## src/rtl/prio_encoder_8to3_hs_pkg.sv

```systemverilog
// Shared widths, FSM state encoding and the 3-to-8 one-hot mapping used by
// the priority encoder and its bench.
package prio_encoder_8to3_hs_pkg;

  localparam int REQ_W  = 8;
  localparam int CODE_W = 3;

  typedef enum logic {
    IDLE  = 1'b0,
    OFFER = 1'b1
  } state_t;

  // Same mapping as the companion 3-to-8 decoder.
  function automatic logic [REQ_W-1:0] one_hot3(input logic [CODE_W-1:0] code);
    logic [REQ_W-1:0] mask;
    mask = '0;
    mask[code] = 1'b1;
    return mask;
  endfunction

endpackage

```

## src/rtl/prio_encoder_8to3_hs_if.sv

```systemverilog
// Request/acknowledge bundle for the 8-to-3 priority encoder.
// Handshake: a code transfers on a rising clk edge where valid && ready; while
// valid=1 and ready=0, code and valid hold stable; ready with valid=0 is ignored.
interface prio_encoder_8to3_hs_if;
  import prio_encoder_8to3_hs_pkg::*;

  logic [REQ_W-1:0]  req;
  logic              ready;
  logic              clr_ovf;
  logic [CODE_W-1:0] code;
  logic              valid;
  logic [REQ_W-1:0]  pend;
  logic              ovf;
  state_t            state;

  modport master (
    output req, ready, clr_ovf,
    input  code, valid, pend, ovf, state
  );

  modport slave (
    input  req, ready, clr_ovf,
    output code, valid, pend, ovf, state
  );

endinterface

```

## src/rtl/prio_encoder_8to3_hs_prio_enc8.sv

```systemverilog
// Combinational 8-bit priority encoder; HIGH_FIRST selects whether bit 7 or
// bit 0 wins.
module prio_enc8 #(
  parameter bit HIGH_FIRST = 1'b1
) (
  input  logic [7:0] vec,
  output logic [2:0] code,
  output logic       any
);

  always_comb begin
    code = 3'd0;
    any  = |vec;
    // The last matching index in loop order wins.
    if (HIGH_FIRST) begin
      for (int i = 0; i < 8; i++) begin
        if (vec[i]) code = 3'(i);
      end
    end else begin
      for (int i = 7; i >= 0; i--) begin
        if (vec[i]) code = 3'(i);
      end
    end
  end

endmodule

```

## src/rtl/prio_encoder_8to3_hs.sv

```systemverilog
// Registered 8-to-3 priority encoder: captures requests into a pending set and
// offers the winning index on a valid/ready handshake that retires it.
module prio_encoder_8to3_hs
  import prio_encoder_8to3_hs_pkg::*;
#(
  parameter bit HIGH_FIRST = 1'b1
) (
  input  logic clk,
  input  logic rst,
  prio_encoder_8to3_hs_if.slave bus
);

  state_t            state_q;
  logic [CODE_W-1:0] code_q;
  logic              valid_q;
  logic [REQ_W-1:0]  pend_q;
  logic              ovf_q;

  logic [REQ_W-1:0]  clr_mask;
  logic [REQ_W-1:0]  vec;
  logic [CODE_W-1:0] sel;
  logic              any;
  logic              overrun;

  always_comb begin
    clr_mask = '0;
    if (valid_q && bus.ready) clr_mask = one_hot3(code_q);
  end

  // OR-ing req after the clear lets a same-cycle request keep its bit pending.
  assign vec     = (pend_q & ~clr_mask) | bus.req;
  assign overrun = |(bus.req & pend_q & ~clr_mask);

  prio_enc8 #(.HIGH_FIRST(HIGH_FIRST)) u_enc (
    .vec  (vec),
    .code (sel),
    .any  (any)
  );

  always_ff @(posedge clk or posedge rst) begin
    if (rst) begin
      state_q <= IDLE;
      code_q  <= '0;
      valid_q <= 1'b0;
      pend_q  <= '0;
      ovf_q   <= 1'b0;
    end else begin
      pend_q <= vec;
      if (overrun)          ovf_q <= 1'b1;
      else if (bus.clr_ovf) ovf_q <= 1'b0;

      case (state_q)
        IDLE: begin
          if (any) begin
            code_q  <= sel;
            valid_q <= 1'b1;
            state_q <= OFFER;
          end
        end
        OFFER: begin
          // No preemption: the offered code only changes after acceptance.
          if (bus.ready) begin
            if (any) begin
              code_q <= sel;
            end else begin
              valid_q <= 1'b0;
              state_q <= IDLE;
            end
          end
        end
        default: state_q <= IDLE;
      endcase
    end
  end

  assign bus.code  = code_q;
  assign bus.valid = valid_q;
  assign bus.pend  = pend_q;
  assign bus.ovf   = ovf_q;
  assign bus.state = state_q;

endmodule

```

## src/flat_wrapper.sv

```systemverilog
// flat-port wrapper written by rule: the top's interface ports become plain ports
module prio_encoder_8to3_hs_flat import prio_encoder_8to3_hs_pkg::*;
#(
  parameter bit HIGH_FIRST = 1'b1
)
  (clk, rst, bus_req, bus_ready, bus_clr_ovf, bus_code, bus_valid, bus_pend, bus_ovf, bus_state);
  prio_encoder_8to3_hs_if bus_i ();
  input  logic clk;
  input  logic rst;
  input wire logic [$bits(bus_i.req)-1:0] bus_req;
  input wire logic [$bits(bus_i.ready)-1:0] bus_ready;
  input wire logic [$bits(bus_i.clr_ovf)-1:0] bus_clr_ovf;
  output wire logic [$bits(bus_i.code)-1:0] bus_code;
  output wire logic [$bits(bus_i.valid)-1:0] bus_valid;
  output wire logic [$bits(bus_i.pend)-1:0] bus_pend;
  output wire logic [$bits(bus_i.ovf)-1:0] bus_ovf;
  output wire logic [$bits(bus_i.state)-1:0] bus_state;
  assign bus_i.req = bus_req;
  assign bus_i.ready = bus_ready;
  assign bus_i.clr_ovf = bus_clr_ovf;
  assign bus_code = bus_i.code;
  assign bus_valid = bus_i.valid;
  assign bus_pend = bus_i.pend;
  assign bus_ovf = bus_i.ovf;
  assign bus_state = bus_i.state;
  prio_encoder_8to3_hs #(.HIGH_FIRST(HIGH_FIRST)) u_core (.clk(clk), .rst(rst), .bus(bus_i));
endmodule
```

## config.mk

```make
export PLATFORM = sky130hd
export DESIGN_NAME = prio_encoder_8to3_hs_flat
export DESIGN_NICKNAME = d
export VERILOG_FILES = /design/src/rtl/prio_encoder_8to3_hs_pkg.sv /design/src/rtl/prio_encoder_8to3_hs_if.sv /design/src/rtl/prio_encoder_8to3_hs_prio_enc8.sv /design/src/rtl/prio_encoder_8to3_hs.sv /design/src/flat_wrapper.sv
export SDC_FILE = /design/constraint.sdc
export NUM_CORES = 1
export LEC_CHECK = 0
export ABC_CLOCK_PERIOD_IN_PS = 3000
export BUFFER_PORTS_ARGS = -buffer_cell sky130_fd_sc_hd__buf_2
export CAP_MARGIN = 20
export CELL_PAD_IN_SITES_DETAIL_PLACEMENT = 0
export CELL_PAD_IN_SITES_GLOBAL_PLACEMENT = 1
export CORE_MARGIN = 2
export CORE_UTILIZATION = 35
export CTS_CLUSTER_SIZE = 16
export DETAILED_ROUTE_END_ITERATION = 16
export PLACE_DENSITY = 0.84
export RECOVER_POWER = 100
export SLEW_MARGIN = 10
export SYNTH_ARGS = -nofsm -noshare
export SYNTH_HDL_FRONTEND = slang
export SYNTH_SLANG_ARGS = --single-unit
```

## constraint.sdc

```tcl
create_clock -name clk -period 3 [get_ports clk]
set_clock_uncertainty 0.05 [all_clocks]
set_input_delay 0 -clock clk [delete_from_list [all_inputs] [get_ports clk]]
set_output_delay 0 -clock clk [all_outputs]
set_load 0.03 [all_outputs]
```

==> Yosys cells after proc, flatten, opt, wreduce, memory -nomap -nowiden <==
Index checks and enable logic that the tools add are counted.
{ "totals": {"register_bits": 14, "inputBits": 12, "output_inout_bits": 14, "wordCells": 44} }
{ "op_classes": {"n_lt_le_gt_ge": 2, "eq_ne": 3, "n_mux": 22, "bitwise": 6, "reduce_logical": 6} }
{ "ops": {"columns": ["cell", "count"], "rows": [
  ["8-bit bitwise AND", 3],
  ["3-bit two-way mux", 8],
  ["8-bit OR reduction", 2],
  ["1-bit two-way mux", 9],
  ["8-bit two-way mux", 1],
  ["8-bit NOT", 1],
  ["8-bit OR", 1],
  ["3-bit one-hot mux with 2 select lines", 1],
  ["3-bit by 4-bit < comparator with 1-bit output (second input constant)", 1],
  ["2-bit inequality test (second input constant)", 2],
  ["1-bit one-hot mux with 2 select lines", 2],
  ["1-bit demux with 3-bit select", 1],
  ["3-bit by 1-bit >= comparator with 1-bit output (second input constant)", 1],
  ["3-bit AND reduction", 1],
  ["1-bit logical AND", 2],
  ["2-bit by 1-bit inequality test with 1-bit output (second input constant)", 1],
  ["2-bit nonzero test", 1],
  ["1-bit NOT", 1]
]} }

==> Depth between registers and ports, before layout <==
Gate-level depths: netlist of run 1.
{ "logic_depth": {"depth_word": 18, "ltp_mapped": 6, "ltp_nobuf": 5} }

==> By module <==
A second synthesis of run 1 with hierarchy kept.
{ "unflattened": {"hier_cells": 74, "area_unflattened_um2": 714.4} }
{ "modules_own_cells": {"columns": ["mod", "instances", "cells_per_inst", "area_per_inst_um2"], "rows": [
  ["prio_encoder_8to3_hs", 1, 62, 648.1],
  ["prio_enc8", 1, 12, 66.3]
]} }

==> Worst setup path after synthesis of run 1 <==
OpenSTA, ideal clock, no wires.
{ "synth_path": {"kind": "reg2reg", "startpoint": "reg u_core.code_q[2] (netlist: u_core.bus.code[2])", "endpoint": "reg u_core.code_q[0] (netlist: u_core.bus.code[0])", "setup_time_ns": 0.128, "arrival_time_ns": 1.938, "required_time_ns": 2.822, "slack_ns": 0.884, "path_stages_with_launch": 7, "n_path_buf": 1, "period_less_slack_ns": 2.116, "cell_sequence": "dfrtp_1 -> buf_2 -> nand2_1 -> o31a_1 -> nor4_4 -> a31oi_1 -> mux2_1"} }
{ "synth_lines": {"columns": ["item", "line_no", "text"], "rows": [
  ["start, declared", "prio_encoder_8to3_hs.sv:14", "logic [CODE_W-1:0] code_q;"],
  ["start signal, assigned", "prio_encoder_8to3_hs.sv:55", "code_q <= sel;"],
  ["start signal, assigned", "prio_encoder_8to3_hs.sv:64", "code_q <= sel;"],
  ["3-bit by 4-bit < comparator with 1-bit output (implied by the code) / 3-bit by 1-bit >= comparator with 1-bit output (equally long branches)", "prio_encoder_8to3_hs_pkg.sv:17", "mask[code] = 1'b1;"],
  ["1-bit logical AND (implied by the code)", "prio_encoder_8to3_hs_pkg.sv:17", null],
  ["1-bit two-way mux (implied by the code)", "prio_encoder_8to3_hs_pkg.sv:17", null],
  ["1-bit demux with 3-bit select (*)", null, null],
  ["8-bit two-way mux (*)", "prio_encoder_8to3_hs.sv:27", "if (valid_q && bus.ready) clr_mask = one_hot3(code_q);"],
  ["8-bit NOT (*)", "prio_encoder_8to3_hs.sv:31", "assign vec = (pend_q & ~clr_mask) | bus.req;"],
  ["8-bit bitwise AND (*)", "prio_encoder_8to3_hs.sv:31", null],
  ["8-bit OR (*)", "prio_encoder_8to3_hs.sv:31", null],
  ["named net u_core.u_enc.vec[7]", "prio_encoder_8to3_hs_prio_enc8.sv:6", "input logic [7:0] vec,"],
  ["8-bit OR reduction / 3-bit two-way mux (equally long branches)", "prio_encoder_8to3_hs_prio_enc8.sv:13, prio_encoder_8to3_hs_prio_enc8.sv:17", null],
  ["3-bit two-way mux (*)", "prio_encoder_8to3_hs.sv:54, prio_encoder_8to3_hs.sv:63", null],
  ["3-bit two-way mux", "prio_encoder_8to3_hs.sv:62", "if (bus.ready) begin"],
  ["3-bit one-hot mux with 2 select lines (*)", "prio_encoder_8to3_hs.sv:52", "case (state_q)"]
]} }
The timed path passes the listed nets; every way through them passes the cells marked *. The select of a mux whose other input is x is not followed.
A chain may end at the register's enable or synchronous reset.

==> Final worst setup path of run 1 <==
{ "layout_path": {"startpoint": "reg u_core.code_q[1] (netlist: u_core.bus.code[1])", "endpoint": "reg u_core.code_q[1] (netlist: u_core.bus.code[1])"} }
The elaborated chain is that of the path after synthesis.

==> impl_metrics.sql, run 1 <==
INSERT INTO impl_metrics (metric_group, metric, value, unit) VALUES
('finish', 'syn2layout_area_growth', '27.26', '%'),
('logic_synthesis', 'count_of_mapped_cells_out_of_synthesis', '79', ''),
('clock_network', 'clock_buffer_depth', '2', ''),
('floorplanning', 'core_area', '2148', 'um2'),
('critical_path', 'reg2reg_slack', '0.83', 'ns'),
('routing', 'drt_drc_violations_left', '0', ''),
('logic_synthesis', 'syn-num-nets', '91', ''),
('critical_path', 'cp_data_arrival_time', '2.29', 'ns'),
('placement', 'dpl_cell_area', '925.9', 'um2'),
('logic_synthesis', 'syn-mean-instance-area', '9.820', 'um2'),
('logic_synthesis', 'yosys-top-cells-area', 'dfrtp_1, nor2_1, o311ai_0', ''),
('sta', 'final_min_period_over_clock_period', '72.42', '%'),
('clock_network', 'clk-insertion-delay-late', '0.28', 'ns'),
('floorplanning', 'initial_core_util', '36.11', '%'),
('flow_run', 'drv.max_cap_violation_count', '0', ''),
('worst_hold_path', 'hold_class', 'in2reg', ''),
('placement', 'place_ws', '0.8483', 'ns'),
('logic_synthesis', 'synth_seq_area_share', '45.16', '%'),
('logic_synthesis', 'synth_area_leader_cell', 'dfrtp_1', ''),
('sta', 'max_clock_freq', '0.4603', 'GHz'),
('power_and_ir_drop', 'ir_drop', '0.2274', 'mV'),
('floorplanning', 'die_area', '2609', 'um2'),
('sta', 'fin_setup_tns', '0', 'ns'),
('routing', 'drt-total-wl', '1941', 'um'),
('sta', 'final_hold_viol_count', '0', ''),
('routing', 'ant_nets', '0', ''),
('placement', 'dp_hpwl', '1481', 'um'),
('logic_synthesis', 'ys_warn_count', '0', ''),
('critical_path', 'worstPathMaxFanout', '14', ''),
('critical_path', 'worstPathRequired', '3.12', 'ns'),
('logic_synthesis', 'synth.ff_latch_count', '14', ''),
('clock_network', 'cts_inserted_buffers', '3', ''),
('critical_path', 'cp_slowest_cell', 'dfrtp_1', ''),
('logic_synthesis', 'synth_flop_cell', 'dfrtp_1', ''),
('finish', 'fill_cells', '209', ''),
('clock_network', 'cts_repair_resizes', '0', ''),
('critical_path', 'crit_chain', 'nand2_1, o31a_1, nor4_4, a31oi_1, mux2_1', ''),
('sta', 'max_slew.worst_pin.slew', '0.5407', 'ns'),
('global_route', 'number_of_global_route_vias_before_repair', '730', ''),
('global_route', 'maximum_number_of_pins_on_one_net_before_global_route_repair', '15', ''),
('power_and_ir_drop', 'power_per_cell_area', '438.3', 'nW/um2'),
('routing', 'post_drt_wl_per_cell', '13.96', 'um'),
('logic_synthesis', 'netlist_top_cells_count', 'dfrtp_1, nor2_1, inv_1', ''),
('global_route', 'global_route.overflow_total', '0', ''),
('critical_path', 'end_kind', 'register', ''),
('logic_synthesis', 'synthDistinctLibCells', '30', ''),
('clock_network', 'clock_pin_slew_of_the_registers_on_the_worst_case_setup_and_hold_paths', '0.09', 'ns'),
('critical_path', 'crit_type', 'reg2reg', ''),
('routing', 'route.detailed.vias_per_inst', '5.396', ''),
('critical_path', 'worst-path-buf-inv', '0', ''),
('logic_synthesis', 'synth_enable_flop_cells', '0', ''),
('sta', 'final_count_of_pins_violating_max_slew', '0', ''),
('logic_synthesis', 'synth_top_area_share', '45.16', '%'),
('worst_hold_path', 'timing.hold.worst_endpoint', 'u_core.bus.ovf$_DFFE_PP0P_', ''),
('routing', 'drt_pre_antenna_iters', '4', ''),
('clock_network', 'cts_tree', 'done', ''),
('placement', 'placement.io_buffers', '25', ''),
('global_route', 'global_route.usage.total', '16.59', '%'),
('sta', 'max-slew-margin-rel', '63.91', '%'),
('finish', 'final_layout_size_suffix_gt1_share', '18.92', '%'),
('critical_path', 'reg2reg_from', 'u_core.bus.code[1]$_DFFE_PP0P_', ''),
('placement', 'place_congestion', '0.8289', ''),
('clock_network', 'cts_root_buf', 'clkbuf_4', ''),
('logic_synthesis', 'synth_async_reset_ratio', '100.0', '%'),
('routing', 'drt_iter0_drc', '24', ''),
('routing', 'route.vias.total', '750', ''),
('floorplanning', 'die_w', '51.08', 'um'),
('worst_hold_path', 'worst_hold_startpoint', 'bus_req[4]', ''),
('outcome', 'outcome', 'complete, no violations', ''),
('global_route', 'grt_first_pass_wirelength', '3249', 'um'),
('critical_path', 'rr_worst_depth', '5', '');
## what timing repair did
item / in CTS / in global routing
setup buffers: 0 / 0
hold buffers: 5 / 0
endpoints found under the hold margin: 18 / 0
endpoints found under the setup margin: 0 / 0
## area by class of cell
cell class / count / area [um2] / area share, %
multi-input combinational: 57 / 385.4 / 39.04
timing repair buffer: 30 / 157.7 / 15.97
tap: 28 / 35.03 / 3.549
sequential: 14 / 350.3 / 35.49
clock buffer: 4 / 36.28 / 3.676
inverter: 6 / 22.52 / 2.281
## state kept, by name (all words and copies together), names as in the netlist
name,cells
u_core.bus.pend,8
u_core.bus.code,3
u_core.bus.ovf,1
u_core.bus.state,1
u_core.bus.valid,1
## cells by family (layout without fill, tap and decap cells)
family          after synthesis  in the layout  synth area share (%)
simple gates                 30             30                 24.03
compound gates               25             25                 23.71
flops                        14             14                 45.16
buf+inv                       8             40                 4.193
mux                           2              2                 2.903
## worst min-delay path, stage by stage
cell and delay [ns]:
buf_2 0.12, o311ai_0 0.09, nand4_1 0.10
## power breakdown
group,internal [W],switching [W]
Sequential,0.000197,0.0000103
Combinational,0.0000332,0.0000563
Clock,0.0000738,0.0000620
Total,0.000304,0.000129
## layer usage
layer / GRT usage, % / vias to the layer above / wire, um
li1: - / 366 / -
met1: 20.89 / 359 / 816
met2: 28.14 / 23 / 1005
met3: 1.754 / 2 / 104
met4: 8.108 / 0 / 15
met5: 0 / - / 0
## stage by stage
| stage | total power (W) | hold slack (ns) | utilization (%) | std cells |
|---|---|---|---|---|
| after floorplan | 0.0002694 | -0.1608 | - | 79 |
| after global placement | 0.0002979 | 0.005453 | 43.10 | 130 |
| after detailed placement | 0.0002987 | 0.01093 | 43.10 | 130 |
| after CTS | 0.0004419 | 0.01143 | 47.12 | 139 |
| after global routing | 0.0004563 | 0.03779 | 45.95 | 139 |
| final | 0.0004327 | 0.02702 | 45.95 | 139 |
## placed cells by master (no fill, tap or decap), drive strengths merged, types with 2 or more instances in the layout
cell	synthesis	final
a21oi	5	5
a31oi	3	3
a41oi	2	2
buf	2	11
clkbuf	0	18
dfrtp	14	14
dlygate4sd3	0	5
inv	6	6
mux2	2	2
nand4	2	2
nor2	10	10
nor3	2	2
nor3b	2	2
o211ai	2	2
o21ai	3	3
o311ai	4	4
o31a	2	2
o31ai	2	2
or2	4	4
## worst max-delay path by stage
stage / startpoint / to / depth (start not counted)
finish: u_core.bus.code[1]$_DFFE_PP0P_ / u_core.bus.code[1]$_DFFE_PP0P_ / 5
global route: u_core.bus.code[1]$_DFFE_PP0P_ / u_core.bus.code[1]$_DFFE_PP0P_ / 5
CTS: u_core.bus.code[1]$_DFFE_PP0P_ / u_core.bus.code[1]$_DFFE_PP0P_ / 5
detailed placement: u_core.bus.code[1]$_DFFE_PP0P_ / u_core.bus.code[1]$_DFFE_PP0P_ / 5
global placement: u_core.bus.code[1]$_DFFE_PP0P_ / u_core.bus.code[1]$_DFFE_PP0P_ / 5
floorplan: u_core.bus.code[2]$_DFFE_PP0P_ / u_core.bus.code[0]$_DFFE_PP0P_ / 6
(Power assumes the default switching activity.)
==> run 2: changes to the inputs <==
ABC_CLOCK_PERIOD_IN_PS = 2190   (was 3000)
clock period = 2.19 ns   (was 3 ns; I/O delays follow)
==> run 2 against run 1 <==
Global-route usage grew 0.38 points. Count of clock-buffer cells in the layout unchanged. Non-clock buffer count is 5 higher. Power increased by 41%. Final cell count is 3.6% higher. Utilization grew 2.4 points. Wire length increased by 8.0%. Die area stayed put. Setup slack got worse by 0.71 ns. Cell area grew 5.2%. Critical path depth stayed put. Sequential share of layout area down 1.6 points. Critical endpoint unchanged.
==> impl_metrics.sql, run 2 (same netlist as run 1, synthesis figures left out) <==
INSERT INTO impl_metrics (metric_group, metric, value, unit) VALUES
('outcome', 'outcome', 'complete, no violations', ''),
('finish', 'syn2layout_area_growth', '33.87', '%'),
('worst_hold_path', 'hold_class', 'in2reg', ''),
('routing', 'drt_pre_antenna_iters', '4', ''),
('power_and_ir_drop', 'relative_contribution_of_combinational_cells_to_total_power', '21.6', '%'),
('sta', 'max_clock_freq', '0.4821', 'GHz'),
('finish', 'layout.cells.most_common_list', 'clkbuf_1, dfrtp_1, buf_2, nor2_1, inv_1', ''),
('power_and_ir_drop', 'intPower', '0.0004193', 'W'),
('routing', 'route.vias.total', '758', ''),
('finish', 'insertedDiodeCount', '0', ''),
('global_route', 'global_route.overflow_total', '0', ''),
('sta', 'max-slew-margin-rel', '62.10', '%'),
('sta', 'final.min_clock_period', '2.074', 'ns'),
('clock_network', 'cts_root_buf', 'clkbuf_4', ''),
('global_route', 'antenna_found_initial', '0', ''),
('sta', 'setup_repair_after_global_routing_missed_its_margin', 'false', ''),
('critical_path', 'cp_data_arrival_time', '2.20', 'ns'),
('critical_path', 'critPathLaunchType', 'register', ''),
('finish', 'post-route-util', '48.34', '%'),
('power_and_ir_drop', 'ir_drop', '0.2073', 'mV'),
('power_and_ir_drop', 'power.net_switching', '0.0001904', 'W'),
('floorplanning', 'core_area', '2148', 'um2'),
('clock_network', 'numClockSinks', '14', ''),
('clock_network', 'clock_buffer_depth', '2', ''),
('sta', 'final_hold_viol_count', '0', ''),
('sta', 'fin_setup_tns', '0', 'ns'),
('worst_hold_path', 'worst_hold_startpoint', 'bus_req[6]', ''),
('critical_path', 'end_kind', 'register', ''),
('global_route', 'globalRoute.busiestLayer', 'met2', ''),
('placement', 'place_congestion', '0.7881', ''),
('sta', 'report.final.setup_viol', '0', ''),
('finish', 'flip_flop_count_of_the_largest_register_after_layout', '8', ''),
('finish', 'fill_cells', '214', ''),
('clock_network', 'clock_pin_slew_of_the_registers_on_the_worst_case_setup_and_hold_paths', '0.10', 'ns'),
('floorplanning', 'boundaryPins', '26', ''),
('critical_path', 'rr_worst_depth', '5', ''),
('placement', 'dp_hpwl', '1518', 'um'),
('power_and_ir_drop', 'total_leakage_power', '0.4055', 'nW'),
('floorplanning', 'vert_die_dim', '51.08', 'um'),
('clock_network', 'clock_h_tree_levels', '1', ''),
('clock_network', 'cts_inserted_buffers', '3', ''),
('floorplanning', 'row_count', '17', ''),
('power_and_ir_drop', 'power_per_cell_area', '587.1', 'nW/um2'),
('global_route', 'global_route.usage.total', '16.98', '%'),
('critical_path', 'reg2reg_from', 'u_core.bus.valid$_DFFE_PP0P_', ''),
('global_route', 'maximum_number_of_pins_on_one_net_before_global_route_repair', '15', ''),
('critical_path', 'crit_type', 'reg2reg', ''),
('global_route', 'fraction_of_met2_tracks_used_by_global_routing', '29.65', '%'),
('sta', 'final_min_period_over_clock_period', '94.72', '%'),
('sta', 'final_count_of_pins_violating_max_slew', '0', ''),
('finish', 'seqCellArea', '351.6', 'um2'),
('flow_run', 'drv.max_cap_violation_count', '0', ''),
('placement', 'placement.io_buffers', '25', ''),
('routing', 'drt_iter0_drc', '16', ''),
('finish', 'multi_input_combinational_cell_area', '404.1', 'um2'),
('power_and_ir_drop', 'swShare', '31.23', '%'),
('power_and_ir_drop', 'total_power', '0.0006097', 'W'),
('routing', 'ant_nets', '0', ''),
('routing', 'drt_drc_violations_left', '0', ''),
('power_and_ir_drop', 'clock_power_share', '32.1', '%'),
('critical_path', 'worstPathRequired', '2.32', 'ns'),
('finish', 'final_layout_size_suffix_gt1_share', '25.00', '%'),
('clock_network', 'cts_tree', 'done', ''),
('worst_hold_path', 'timing.hold.worst_endpoint', 'u_core.bus.pend[6]$_DFF_PP0_', ''),
('global_route', 'groute.layer.met1.usage', '20.74', '%'),
('routing', 'drt-total-wl', '2097', 'um'),
('routing', 'route.detailed.vias_per_inst', '5.264', ''),
('finish', 'final_common_cell', 'clkbuf_1', ''),
('floorplanning', 'initial_core_util', '36.11', '%'),
('critical_path', 'worstReg2RegEnd', 'u_core.bus.code[1]$_DFFE_PP0P_', ''),
('global_route', 'grt_use_met3', '1.754', '%'),
('clock_network', 'clk-insertion-delay-late', '0.29', 'ns'),
('global_route', 'number_of_global_route_vias_before_repair', '676', ''),
('critical_path', 'reg2reg_slack', '0.12', 'ns'),
('floorplanning', 'die_area', '2609', 'um2'),
('finish', 'finalNetCount', '129', ''),
('sta', 'max_slew.worst_pin.slew', '0.5679', 'ns'),
('global_route', 'grt_first_pass_wirelength', '3201', 'um'),
('floorplanning', 'die_w', '51.08', 'um'),
('power_and_ir_drop', 'sequentialPowerShare', '46.3', '%'),
('worst_hold_path', 'min_delay_path_depth', '3', ''),
('routing', 'post_drt_wl_per_cell', '14.56', 'um'),
('critical_path', 'worstPathMaxFanout', '6', '');
==> run 2: cell count changes in the layout (fill, tap and decap cells not counted) <==
| cell | before | now |
|---|---|---|
| clkbuf_4 | 3 | 4 |
| buf_4 | 0 | 2 |
| a31oi_2 | 0 | 1 |
| clkbuf_1 | 14 | 15 |
| buf_2 | 11 | 12 |
| a41oi_2 | 0 | 1 |
| dfrtp_1 | 14 | 13 |
| nor3b_2 | 0 | 1 |
| nor3b_1 | 2 | 1 |
| dfrtp_2 | 0 | 1 |
| a31oi_1 | 3 | 2 |
| a41oi_1 | 2 | 1 |
==> run 2: area by class of cell <==
cell class / count / area share [%]
Tap cell: 28 / 3.373
Inverter: 6 / 2.169
Sequential cell: 14 / 33.86
Multi-Input combinational cell: 57 / 38.92
Timing Repair Buffer: 35 / 18.19
Clock buffer: 4 / 3.494
==> run 2: timing repair <==
item,in CTS,in global routing
hold buffers,5,0
gates resized for setup,0,4
endpoints found under the hold margin,18,0
endpoints found under the setup margin,0,3
setup buffers,0,2
==> run 2: worst max-delay path by stage <==
stage / startpoint / endpoint / slack [ns] / cells after the start
3_3_place_gp: u_core.bus.code[1]$_DFFE_PP0P_ / u_core.bus.code[0]$_DFFE_PP0P_ / 0.16 / 6
6_report: u_core.bus.valid$_DFFE_PP0P_ / u_core.bus.code[1]$_DFFE_PP0P_ / 0.12 / 5
5_1_grt: u_core.bus.code[2]$_DFFE_PP0P_ / u_core.bus.code[1]$_DFFE_PP0P_ / 0.01 / 6
4_1_cts: u_core.bus.code[1]$_DFFE_PP0P_ / u_core.bus.code[1]$_DFFE_PP0P_ / 0.02 / 6
3_5_place_dp: u_core.bus.code[1]$_DFFE_PP0P_ / u_core.bus.code[1]$_DFFE_PP0P_ / 0.07 / 6
2_1_floorplan: u_core.bus.code[2]$_DFFE_PP0P_ / u_core.bus.code[0]$_DFFE_PP0P_ / 0.07 / 6
==> run 2: stage by stage <==
| stage | instances | cell area (um2) | hold WS [ns] | worst slack, ns |
|---|---|---|---|---|
| floorplan | 79 | 775.7 | -0.1608 | 0.07431 |
| CTS | 142 | 1035 | 0.01552 | 0.02428 |
| finish | 144 | 1039 | 0.02213 | 0.1157 |
| detailed placement | 133 | 948.4 | 0.02881 | 0.06839 |
| global route | 144 | 1039 | 0.04595 | 0.01280 |
| global placement | 133 | 948.4 | 0.008711 | 0.1621 |
==> run 2: power groups by stage <==
stage               Clock (W)  Combinational [W]  Sequential, W
floorplan                   0          0.0000617       0.000307
global placement            0           0.000125       0.000286
detailed placement          0           0.000127       0.000287
CTS                  0.000198           0.000135       0.000281
global route         0.000208           0.000141       0.000284
finish               0.000196           0.000132       0.000282
==> run 2: worst max-delay path, stage by stage, from the launching register on <==
cell     delay (ns)
dfrtp_1        0.44
nand3_2        0.18
o31a_1         0.40
nor4_4         0.37
a31oi_2        0.18
mux2_1         0.34
==> run 2: per-layer routing <==
| metal | part of all wire (%) | vias to the layer above |
|---|---|---|
| met3 | 4.4 | 2 |
| met5 | 0 | - |
| met4 | 0.67 | 0 |
| met2 | 52 | 25 |
| li1 | - | 377 |
| met1 | 43 | 354 |
